==> config.mk <==
export PLATFORM = sky130hd
export DESIGN_NAME = gelu_lut_interp
export DESIGN_NICKNAME = d
export VERILOG_FILES = /design/src/rtl/gelu_lut_interp.sv
export SDC_FILE = /design/constraint.sdc
export NUM_CORES = 1
export LEC_CHECK = 0
export ABC_AREA = 1
export CAP_MARGIN = 20
export CORE_MARGIN = 2
export CORE_UTILIZATION = 40
export CTS_BUF_LIST = sky130_fd_sc_hd__clkbuf_16
export DETAILED_ROUTE_END_ITERATION = 16
export RECOVER_POWER = 25
export SLEW_MARGIN = 20
export SYNTH_ARGS = -nofsm -noshare
export SYNTH_HDL_FRONTEND = slang
export SYNTH_SLANG_ARGS = --single-unit
==> constraint.sdc <==
create_clock -name clk -period 16.9 [get_ports clk]
set_input_delay 3.38 -clock clk [delete_from_list [all_inputs] [get_ports clk]]
set_output_delay 3.38 -clock clk [all_outputs]
set_load 0.01 [all_outputs]
==> src/rtl/gelu_lut_interp.sv <==
// Streaming GELU evaluator: 3-stage valid/ready pipeline around a dual-port erf ROM.
// Define GELU_LUT_INTERP_EN for linear interpolation; otherwise nearest-lower sample only.
module gelu_lut_interp #(
  parameter int unsigned DATA_WIDTH     = 16,
  parameter int unsigned FRAC_BITS      = 12,
  parameter int unsigned LUT_ADDR_WIDTH = 7,
  parameter int unsigned LUT_DATA_WIDTH = 16
) (
  input  logic                      clk,
  input  logic                      rst_n,
  input  logic                      in_valid,
  output logic                      in_ready,
  input  logic [DATA_WIDTH-1:0]     in_data,
  output logic                      out_valid,
  input  logic                      out_ready,
  output logic [DATA_WIDTH-1:0]     out_data,
  output logic                      lut_en,
  output logic [LUT_ADDR_WIDTH-1:0] lut_addr_a,
  output logic [LUT_ADDR_WIDTH-1:0] lut_addr_b,
  input  logic [LUT_DATA_WIDTH-1:0] lut_q_a,
  input  logic [LUT_DATA_WIDTH-1:0] lut_q_b
);

  localparam int unsigned E_W          = LUT_DATA_WIDTH - 1;
  localparam int unsigned M_W          = DATA_WIDTH + 1;
  localparam int unsigned PROD_W       = DATA_WIDTH + M_W;
  localparam int unsigned F_W          = 8;
  localparam int unsigned FINE_SHIFT   = FRAC_BITS - 5;  // 1/32 sample spacing below 2.0
  localparam int unsigned COARSE_SHIFT = FRAC_BITS - 4;  // 1/16 sample spacing in [2.0, 4.0)
  localparam logic [DATA_WIDTH-1:0]     COARSE_MAG  = DATA_WIDTH'(2 << FRAC_BITS);
  localparam logic [DATA_WIDTH-1:0]     SAT_MAG     = DATA_WIDTH'(4 << FRAC_BITS);
  localparam logic [LUT_ADDR_WIDTH-1:0] COARSE_BASE = LUT_ADDR_WIDTH'(63);
  localparam logic [LUT_ADDR_WIDTH-1:0] ADDR_ONE    = LUT_ADDR_WIDTH'(1);
  localparam logic [M_W-1:0]            M_HALF      = M_W'(1 << (DATA_WIDTH - 1));
`ifdef GELU_LUT_INTERP_EN
  localparam int unsigned WIDE_W       = LUT_DATA_WIDTH + F_W;
`endif

  typedef struct packed {
    logic [DATA_WIDTH-1:0] x;
    logic                  sign;
    logic                  sat;
    logic                  lo_zero;
`ifdef GELU_LUT_INTERP_EN
    logic [F_W-1:0]        f;
`endif
  } stage_t;

  logic                      advance;
  logic                      s1_valid;
  logic                      s2_valid;
  stage_t                    s1;
  stage_t                    s2;
  stage_t                    s1_d;
  logic [DATA_WIDTH-1:0]     mag;
  logic [LUT_ADDR_WIDTH-1:0] fine_idx;
  logic [LUT_ADDR_WIDTH-1:0] addr_a_q;
  logic [LUT_ADDR_WIDTH-1:0] addr_a_d;
`ifdef GELU_LUT_INTERP_EN
  logic [LUT_ADDR_WIDTH-1:0] addr_b_q;
  logic [LUT_ADDR_WIDTH-1:0] addr_b_d;
  logic [LUT_DATA_WIDTH-1:0] span;
  logic [LUT_DATA_WIDTH-1:0] step;
`else
  logic                      unused_q_b;
`endif
  logic [LUT_DATA_WIDTH-1:0] lo;
  logic [E_W-1:0]            e;
  logic [M_W-1:0]            m;
  logic signed [PROD_W-1:0]  xs;
  logic signed [PROD_W-1:0]  ms;
  logic signed [PROD_W-1:0]  prod;
  logic [DATA_WIDTH-1:0]     out_c;

  assign advance  = !out_valid || out_ready;
  assign in_ready = advance;
  assign lut_en   = s1_valid && advance;

  assign lut_addr_a = addr_a_q;
`ifdef GELU_LUT_INTERP_EN
  assign lut_addr_b = addr_b_q;
`else
  assign lut_addr_b = '0;
  assign unused_q_b = ^lut_q_b;
`endif

  // Magnitude as unsigned, so the most negative operand maps to 0x8000 and saturates.
  assign mag      = in_data[DATA_WIDTH-1] ? -in_data : in_data;
  assign fine_idx = LUT_ADDR_WIDTH'(mag >> FINE_SHIFT);

  // Operand classification and table addressing for the incoming operand.
  always_comb begin
    s1_d         = '0;
    addr_a_d     = '0;
`ifdef GELU_LUT_INTERP_EN
    addr_b_d     = '0;
`endif
    s1_d.x       = in_data;
    s1_d.sign    = in_data[DATA_WIDTH-1];
    if (mag >= SAT_MAG) begin
      s1_d.sat = 1'b1;
    end else if (mag < COARSE_MAG) begin
      // Sample k sits at (k+1)/32, so the lower neighbour is one below the segment index.
      addr_a_d     = fine_idx - ADDR_ONE;
      s1_d.lo_zero = (fine_idx == '0);
`ifdef GELU_LUT_INTERP_EN
      addr_b_d     = fine_idx;
      s1_d.f       = F_W'(mag << 1);
`endif
    end else begin
      addr_a_d = COARSE_BASE + LUT_ADDR_WIDTH'((mag - COARSE_MAG) >> COARSE_SHIFT);
`ifdef GELU_LUT_INTERP_EN
      addr_b_d = addr_a_d + ADDR_ONE;
      s1_d.f   = F_W'(mag);
`endif
    end
  end

  // Erf estimate from the ROM words, then y = x * (0.5 + 0.5*erf) in Q1.16 scaling.
  always_comb begin
    lo    = s2.lo_zero ? '0 : lut_q_a;
`ifdef GELU_LUT_INTERP_EN
    span  = LUT_DATA_WIDTH'(lut_q_b - lo);
    step  = LUT_DATA_WIDTH'((WIDE_W'(span) * WIDE_W'(s2.f)) >> F_W);
    e     = E_W'(lo + step);
`else
    e     = E_W'(lo);
`endif
    if (s2.sat) begin
      e = '1;
    end
    m     = s2.sign ? M_HALF - M_W'(e) : M_HALF + M_W'(e);
    xs    = {{(PROD_W - DATA_WIDTH){s2.x[DATA_WIDTH-1]}}, s2.x};
    ms    = {{(PROD_W - M_W){1'b0}}, m};
    prod  = xs * ms;
    out_c = DATA_WIDTH'(prod >>> DATA_WIDTH);
  end

  // Pipeline registers; everything holds while the output is stalled.
  always_ff @(posedge clk) begin
    if (!rst_n) begin
      s1_valid  <= 1'b0;
      s2_valid  <= 1'b0;
      out_valid <= 1'b0;
      out_data  <= '0;
      s1        <= '0;
      s2        <= '0;
      addr_a_q  <= '0;
`ifdef GELU_LUT_INTERP_EN
      addr_b_q  <= '0;
`endif
    end else if (advance) begin
      s1_valid  <= in_valid;
      s2_valid  <= s1_valid;
      out_valid <= s2_valid;
      if (in_valid) begin
        s1       <= s1_d;
        addr_a_q <= addr_a_d;
`ifdef GELU_LUT_INTERP_EN
        addr_b_q <= addr_b_d;
`endif
      end
      if (s1_valid) begin
        s2 <= s1;
      end
      if (s2_valid) begin
        out_data <= out_c;
      end
    end
  end

endmodule

==> impl_metrics.json, run 1 <==
{
  "run_status": "finished, final reports clean",
  "startpoint_type": "input pin",
  "slew_violations": 0,
  "route.detailed.drc": 0,
  "leakagePower_uw": 0.00675,
  "numCtsBuffers": 9,
  "min_period_ns": 11.58,
  "slowest_delay_ns": 0.61,
  "first_pass_iters": 5,
  "rows": 63,
  "clkTransAtPathRegs_ns": 0.06,
  "fin_crit_sh": 0.685,
  "yosys_warnings": 0,
  "cpMostUsedCell": "nand2_1",
  "final_nets": 2034,
  "min_path_type": "reg2reg",
  "num_vias": 10400,
  "synthArstFlopShare": 0,
  "synth_edf_count": 0,
  "wire_per_inst_um": 16.1,
  "first_iter_violations": 516,
  "die_h_um": 178,
  "hold_violations": 0,
  "gp_congestion": 0.941,
  "dieArea_um2": 31600,
  "n_fill_cell": 3123,
  "viasPerCell": 5.02,
  "cp_max_fo": 12,
  "grt.total_usage": 0.222,
  "finalSetupTns_ns": 0,
  "arrival_ns": 11.81,
  "rsz0062_at_grt": "no",
  "syn2layout_area_growth_pct": 10.4,
  "dp_slack_ns": 5.09,
  "synth_area_per_cell_um2": 7.39,
  "finalClockSkew_ns": 0.00866,
  "grt_max_degree": 48,
  "final-seq-area_um2": 1240,
  "grt_pass1_vias": 10600,
  "synthFlopType": "dfxtp_1",
  "io_pins": 85,
  "ys_seq_area_frac": 0.103,
  "drv_cap": 0,
  "syn-instance-count": 1635,
  "setup_slack_ns": 5.32,
  "ys_seq_elements": 62,
  "utilization": 0.449,
  "place_hpwl_mm": 28.4,
  "relSlewSlack": 0.368,
  "start_util": 0.407,
  "ys_types": 46,
  "power.density_nw_per_um2": 106,
  "max_freq_ghz": 0.0864,
  "cts_root_buf": "clkbuf_16",
  "clk_latency_ns": 0.34,
  "end_kind": "flop",
  "die_w_um": 178,
  "antenna_left": 0,
  "tightest_slew_ns": 0.947,
  "design_power_total_uw": 1420,
  "cts.hold.buffers_added": 0,
  "drive_gt1_frac": 0.0489,
  "cts_tree": "yes",
  "multi_input_area_um2": 9250,
  "antenna_found_initial": 0,
  "slowest_stage": "fa_1",
  "cts.repair.resized": 0,
  "core_um2": 29700,
  "required_ns": 17.13,
  "grt_pass1_wl_mm": 54.7,
  "numClockSinks": 62,
  "netlist_area_um2": 12100,
  "setup_viol": 0,
  "critical_path_class": "in2reg",
  "io_buffer_count": 60,
  "wl_mm": 33.4,
  "overflow": 0,
  "diodes": 0,
  "vdd_drop_max_mv": 0.0756,
  "cts_setup_buffers": 0,
  "whs_ns": 0.462,
  "htreeDepth": 3,
  "clk_path_buf_depth": 2
}
[final timing paths]
check	start	slack, ns	to	cells past startpoint
setup / recovery	lut_q_a[0]	5.32	out_data[8]	35
hold / removal	lut_addr_a[5]	0.46	lut_addr_a[5]	2
setup reg to reg	s2[0]	8.27	out_data[8]	35
hold reg to reg	lut_addr_a[5]	0.46	lut_addr_a[5]	2
[sequential cells by signal, indices dropped and copies added (netlist names)]
name / count
out_valid: 1
out_data: 16
s1_valid: 1
lut_addr_a: 7
s2_valid: 1
s2: 18
s1: 18
[report_power, final]
| part | internal (µW) | switching (µW) | total (µW) |
|---|---|---|---|
| clock | 130 | 75.4 | 205 |
| combinational | 360 | 680 | 1040 |
| sequential | 157 | 13.9 | 171 |
| total | 646 | 769 | 1420 |
[area by class of cell]
type	count	area share
multi-input combinational	1164	0.694
inverter	369	0.105
sequential	62	0.0931
timing repair buffer	65	0.0478
tap	390	0.0366
clock buffer	9	0.0169
clock inverter	7	0.00732
[synth_stat cells, drive strengths merged, types with 2 or more instances]
master,number,share of area
inv,364,0.11
o21bai,3,0.0019
a211oi,2,0.0012
nand3b,2,0.0012
a31oi,8,0.0041
or2,4,0.0021
nand4,8,0.0041
a21o,6,0.0037
xor2,10,0.0072
nand2,308,0.098
fa,193,0.32
buf,15,0.0087
o31ai,2,0.0012
xnor2,3,0.0022
nor3,15,0.0085
ha,118,0.12
nand3,58,0.025
nor2,229,0.075
a21boi,2,0.0012
a21oi,96,0.045
o21a,3,0.0019
o21ai,80,0.034
dfxtp,62,0.10
o211ai,4,0.0025
clkinv,5,0.0016
clkbuf,31,0.0096
[metal layers]
metal | wire, µm | GRT usage | vias up
met1 | 14500 | 0.289 | 5034
met2 | 16200 | 0.376 | 256
met3 | 1740 | 0.0351 | 49
met5 | 0 | 0 | -
met4 | 920 | 0.0734 | 0
li1 | - | - | 5029
[through the flow]
stage / cell area [µm²] / std cells
floorplan: 12100 / 1641
global placement: 13000 / 2050
detailed placement: 13000 / 2050
CTS: 13300 / 2066
global route: 13300 / 2066
finish: 13300 / 2066
[cell usage in the layout (no fill, tap or decap), types with 8 or more instances in the layout]
cell type / count
xor2_1: 10
dlygate4sd3_1: 22
a31oi_1: 8
nor3_1: 12
clkdlybuf4s50_1: 38
nand4_1: 8
nand2_1: 300
inv_2: 12
inv_1: 349
fa_1: 193
a21oi_1: 86
dfxtp_1: 62
clkbuf_16: 9
ha_1: 118
o21ai_0: 77
nor2_2: 18
nand3_1: 57
nor2_1: 211
[logic make-up after synthesis]
kind of cell	count (synthesis)	synth area share
XOR/XNOR	13	0.00942
buffers and inverters	415	0.134
AND/OR/NAND/NOR	626	0.214
adder cells (fa/ha/maj)	311	0.442
flip-flops	62	0.103
AO/OA/AOI/OAI	207	0.0973
other	1	0.000310
[critical path, delay by kind of cell]
family                     cells  cell delay [ns]
adders and majority gates      8             3.88
and+or+nand+nor               19             2.70
AOI/OAI and AO/OA              1             0.47
buffers and inverters          7             1.38
(Power assumes the default switching activity.)
==> run 2: changes to the inputs <==
==> constraint.sdc (replaced) <==
create_clock -name clk -period 11.9 [get_ports clk]
set_input_delay 2.38 -clock clk [delete_from_list [all_inputs] [get_ports clk]]
set_output_delay 2.38 -clock clk [all_outputs]
set_load 0.01 [all_outputs]
==> impl_metrics.json, run 2 (synthesis results as in run 1) <==
{
  "run_status": "finished, final reports clean",
  "finalClockSkew_ns": 0.0138,
  "io_buffer_count": 60,
  "largestRegisters": "s1 x18, s2 x18, out_data x16",
  "required_ns": 12.12,
  "crit_start": "lut_q_a[0]",
  "slowest_stage": "fa_1",
  "power.density_nw_per_um2": 151,
  "end_kind": "flop",
  "leakagePower_uw": 0.00676,
  "wire_per_inst_um": 16.2,
  "clk_path_buf_depth": 2,
  "fin_crit_sh": 0.880,
  "slew_violations": 0,
  "min_path_type": "reg2reg",
  "min_period_ns": 10.48,
  "place_hpwl_mm": 28.5,
  "regToRegSetupSlack_ns": 3.38,
  "antenna_found_initial": 1,
  "gp_congestion": 0.928,
  "grt_max_degree": 48,
  "slowest_delay_ns": 0.60,
  "clkTransAtPathRegs_ns": 0.06,
  "dieArea_um2": 31600,
  "first_pass_iters": 5,
  "numCtsBuffers": 9,
  "endpoint": "out_data[8]",
  "die_w_um": 178,
  "tightest_slew_ns": 0.924,
  "numClockSinks": 62,
  "r2r_cells": 35,
  "design_power_total_uw": 2020,
  "critical_path_class": "in2reg",
  "clock_power_share": 0.144,
  "cts_root_buf": "clkbuf_16",
  "postPlaceCellArea_um2": 13000,
  "viasPerCell": 5.01,
  "max_freq_ghz": 0.0955,
  "combPwrFrac": 0.737,
  "syn2layout_area_growth_pct": 10.4,
  "setup_slack_ns": 1.42,
  "rows": 63,
  "seq_power_share": 0.120,
  "final_cell_mix": "inv_1, nand2_1, nor2_1",
  "cp_max_fo": 12,
  "final_common_cell": "inv_1",
  "arrival_ns": 10.69,
  "start_util": 0.407,
  "drv_cap": 0,
  "grt.total_usage": 0.223,
  "antenna_left": 0,
  "reg2reg_from": "s2[0]",
  "cts_setup_buffers": 0,
  "setup_viol": 0,
  "drive_gt1_frac": 0.0495,
  "swShare": 0.544,
  "r2r-end": "out_data[8]",
  "first_iter_violations": 507,
  "startpoint_type": "input pin",
  "cts_tree": "yes",
  "final_nets": 2035,
  "cts.hold.buffers_added": 0,
  "cts.repair.resized": 0,
  "final_area_um2": 13300,
  "io_pins": 85,
  "clk_latency_ns": 0.33,
  "htreeDepth": 3,
  "die_h_um": 178,
  "num_vias": 10400,
  "rsz0062_at_grt": "no",
  "p_switching_uw": 1100,
  "route.detailed.drc": 0,
  "grt_pass1_wl_mm": 54.7,
  "finalSetupTns_ns": 0,
  "vdd_drop_max_mv": 0.133,
  "overflow": 0,
  "p_int_uw": 920,
  "wl_mm": 33.5,
  "cpMostUsedCell": "nand2_1",
  "relSlewSlack": 0.383,
  "hold_violations": 0,
  "core_um2": 29700,
  "dp_slack_ns": 1.16,
  "utilization": 0.449,
  "grt_pass1_vias": 10300,
  "diodes": 0
}
==> run 2: cell count changes in the layout (fill, tap and decap cells not counted) <==
cell and change:
clkinvlp_4 -1, buf_4 +1, inv_6 -1, clkinv_4 +2
==> run 2: worst min path at each step <==
stage / from / end / cells past startpoint
final: s1_valid / s1_valid / 2
after detailed placement: s1_valid / s1_valid / 2
after floorplan: s1[0] / s1[0] / 2
after CTS: s1_valid / s1_valid / 2
after global routing: lut_addr_a[0] / lut_addr_a[0] / 2
after global placement: s2_valid / s2_valid / 2
==> run 2: layout make-up <==
| cell class | instances | area (µm²) |
|---|---|---|
| sequential | 62 | 1240 |
| timing repair buffer | 66 | 646 |
| fill | 3007 | 16400 |
| tap | 390 | 488 |
| multi-input combinational | 1164 | 9250 |
| inverter | 369 | 1400 |
| clock inverter | 7 | 98.8 |
| clock buffer | 9 | 225 |
==> run 2: power by group through the flow <==
stage	logic (µW)	clock network (µW)	registers (µW)
after floorplan	1010	0	237
after global placement	1480	0	246
after detailed placement	1480	0	247
after CTS	1490	297	242
after global routing	1690	305	245
final	1490	290	242
==> run 2: critical path: cells and delay by family <==
| kind | cells | cell delay (ns) |
|---|---|---|
| adder cells (fa/ha/maj) | 8 | 3.89 |
| buffers and inverters | 7 | 1.36 |
| AO/OA/AOI/OAI | 1 | 0.40 |
| AND/OR/NAND/NOR | 19 | 2.64 |
==> run 2: stage by stage <==
stage	hold slack, ns	std cells
final	0.465	2067
after floorplan	0.442	1641
after global placement	0.453	2051
after global routing	0.484	2067
after CTS	0.465	2067
after detailed placement	0.456	2051
==> run 2: routing by layer <==
metal	vias up	part of all wire	track usage	wire length [µm]
met4	2	0.026	0.0645	881
met3	44	0.049	0.0328	1640
li1	5026	-	-	-
met1	5037	0.44	0.294	14700
met5	-	0.00039	0	13
met2	244	0.49	0.379	16200
==> run 3: changes to the inputs <==
--- a/config.mk
+++ b/config.mk
@@ -12,6 +12,7 @@
 export CTS_BUF_LIST = sky130_fd_sc_hd__clkbuf_16
 export DETAILED_ROUTE_END_ITERATION = 16
 export RECOVER_POWER = 25
+export REMOVE_ABC_BUFFERS = 1
 export SLEW_MARGIN = 20
 export SYNTH_ARGS = -nofsm -noshare
 export SYNTH_HDL_FRONTEND = slang
==> impl_metrics.json, run 3 (synthesis results as in run 1) <==
{
  "run_status": "finished, final reports clean",
  "cts_tree": "yes",
  "grt_pass1_vias": 10500,
  "regToRegSetupSlack_ns": 3.52,
  "io_buffer_count": 60,
  "final-seq-area_um2": 1240,
  "min_period_ns": 10.33,
  "cts.hold.buffers_added": 0,
  "max_freq_ghz": 0.0968,
  "grt_max_degree": 48,
  "hold_end": "lut_addr_a[4]",
  "start_util": 0.407,
  "wire_per_inst_um": 15.9,
  "finalClockSkew_ns": 0.00873,
  "relSlewSlack": 0.370,
  "drv_cap": 0,
  "rsz0062_at_grt": "no",
  "htreeDepth": 3,
  "hold_violations": 0,
  "gp_congestion": 0.908,
  "postPlaceCellArea_um2": 13000,
  "min_from": "lut_addr_a[4]",
  "rows": 63,
  "fin_cells": 2066,
  "cts_setup_buffers": 0,
  "viasPerCell": 5.04,
  "cts_root_buf": "clkbuf_16",
  "syn2layout_area_growth_pct": 10.1,
  "antenna_found_initial": 0,
  "slew_violations": 0,
  "final_area_um2": 13300,
  "clock_power_share": 0.129,
  "multi_input_area_um2": 9250,
  "dpl.cell_count": 2051,
  "place_hpwl_mm": 28.1,
  "final_cell_mix": "inv_1, nand2_1, nor2_1",
  "leakagePower_uw": 0.00674,
  "fin_crit_sh": 0.868,
  "arrival_ns": 10.57,
  "p_switching_uw": 1090,
  "die_w_um": 178,
  "finalSetupTns_ns": 0,
  "combPwrFrac": 0.749,
  "grt_pass1_wl_mm": 54.0,
  "antenna_left": 0,
  "final_common_cell": "inv_1",
  "n_fill_cell": 3024,
  "cpMostUsedCell": "nand2_1",
  "end_kind": "flop",
  "setup_viol": 0,
  "num_vias": 10400,
  "clkTransAtPathRegs_ns": 0.06,
  "cts.repair.resized": 0,
  "largestRegisters": "s1 x18, s2 x18, out_data x16",
  "r2r-end": "out_data[8]",
  "critical_path_class": "in2reg",
  "die_h_um": 178,
  "cp_max_fo": 12,
  "overflow": 0,
  "min_path_type": "reg2reg",
  "dp_slack_ns": 1.22,
  "first_pass_iters": 5,
  "holdPathStages": 2,
  "power.density_nw_per_um2": 149,
  "wl_mm": 32.9,
  "slowest_delay_ns": 0.60,
  "setup_slack_ns": 1.57,
  "grt.total_usage": 0.219,
  "slowest_stage": "fa_1",
  "tightest_slew_ns": 0.944,
  "reg2reg_from": "s2[0]",
  "drive_gt1_frac": 0.0477,
  "io_pins": 85,
  "clk_latency_ns": 0.34,
  "diodes": 0,
  "core_um2": 29700,
  "vdd_drop_max_mv": 0.103,
  "whs_ns": 0.463,
  "r2r_cells": 35,
  "numCtsBuffers": 9,
  "final_nets": 2035,
  "dieArea_um2": 31600,
  "startpoint_type": "input pin",
  "route.detailed.drc": 0,
  "seq_power_share": 0.121,
  "swShare": 0.549,
  "first_iter_violations": 522,
  "p_int_uw": 894,
  "required_ns": 12.14,
  "clk_path_buf_depth": 2,
  "numClockSinks": 62
}
-- run 3: cell count changes in the layout (fill, tap and decap cells not counted) --
cell	previous run	this run
bufinv_16	2	1
inv_1	349	350
clkinv_4	3	0
clkinv_2	1	2
clkinv_1	5	6
-- run 3: worst max-delay path, delay by kind of cell --
kind	cells	cell delay [ns]
buf+inv	7	1.38
fa+ha+maj	8	3.83
simple gates	19	2.54
compound gates	1	0.43
-- run 3: worst max path at each step --
| stage | slack, ns | to | from | depth (start not counted) |
|---|---|---|---|---|
| 2_1_floorplan | 3.16 | out_data[8] | lut_q_a[0] | 34 |
| 5_1_grt | 1.0 | out_data[8] | lut_q_a[0] | 35 |
| 6_report | 1.57 | out_data[8] | lut_q_a[0] | 35 |
| 3_5_place_dp | 1.22 | out_data[8] | lut_q_a[0] | 35 |
| 3_3_place_gp | 1.34 | out_data[8] | lut_q_a[0] | 35 |
| 4_1_cts | 1.54 | out_data[8] | lut_q_a[0] | 35 |
-- run 3: cell type report --
| cell class | count | area share |
|---|---|---|
| clock inverter | 6 | 0.00414 |
| tap | 390 | 0.0367 |
| timing repair buffer | 66 | 0.0485 |
| clock buffer | 9 | 0.0169 |
| multi-input combinational | 1164 | 0.695 |
| inverter | 369 | 0.105 |
| sequential | 62 | 0.0933 |
-- run 3: metal layers --
| metal | global-route usage | wire length, µm | up-vias |
|---|---|---|---|
| li1 | - | - | 5023 |
| met1 | 0.289 | 14300 | 5058 |
| met2 | 0.373 | 16100 | 286 |
| met3 | 0.0270 | 1680 | 52 |
| met4 | 0.0649 | 848 | 0 |
| met5 | 0 | 0 | - |
-- run 3: stage by stage --
stage | power [µW] | util
3_5_place_dp | 1720 | 0.438
6_report | 1980 | 0.448
5_1_grt | 2180 | 0.448
4_1_cts | 1990 | 0.448
2_1_floorplan | 1240 | -
3_3_place_gp | 1710 | 0.438
-- run 3: power by group through the flow --
| stage | clock, µW | combinational [µW] | sequential [µW] |
|---|---|---|---|
| 3_3_place_gp | 0 | 1470 | 244 |
| 4_1_cts | 260 | 1490 | 241 |
| 3_5_place_dp | 0 | 1470 | 245 |
| 6_report | 257 | 1490 | 241 |
| 5_1_grt | 267 | 1670 | 243 |
| 2_1_floorplan | 0 | 994 | 242 |
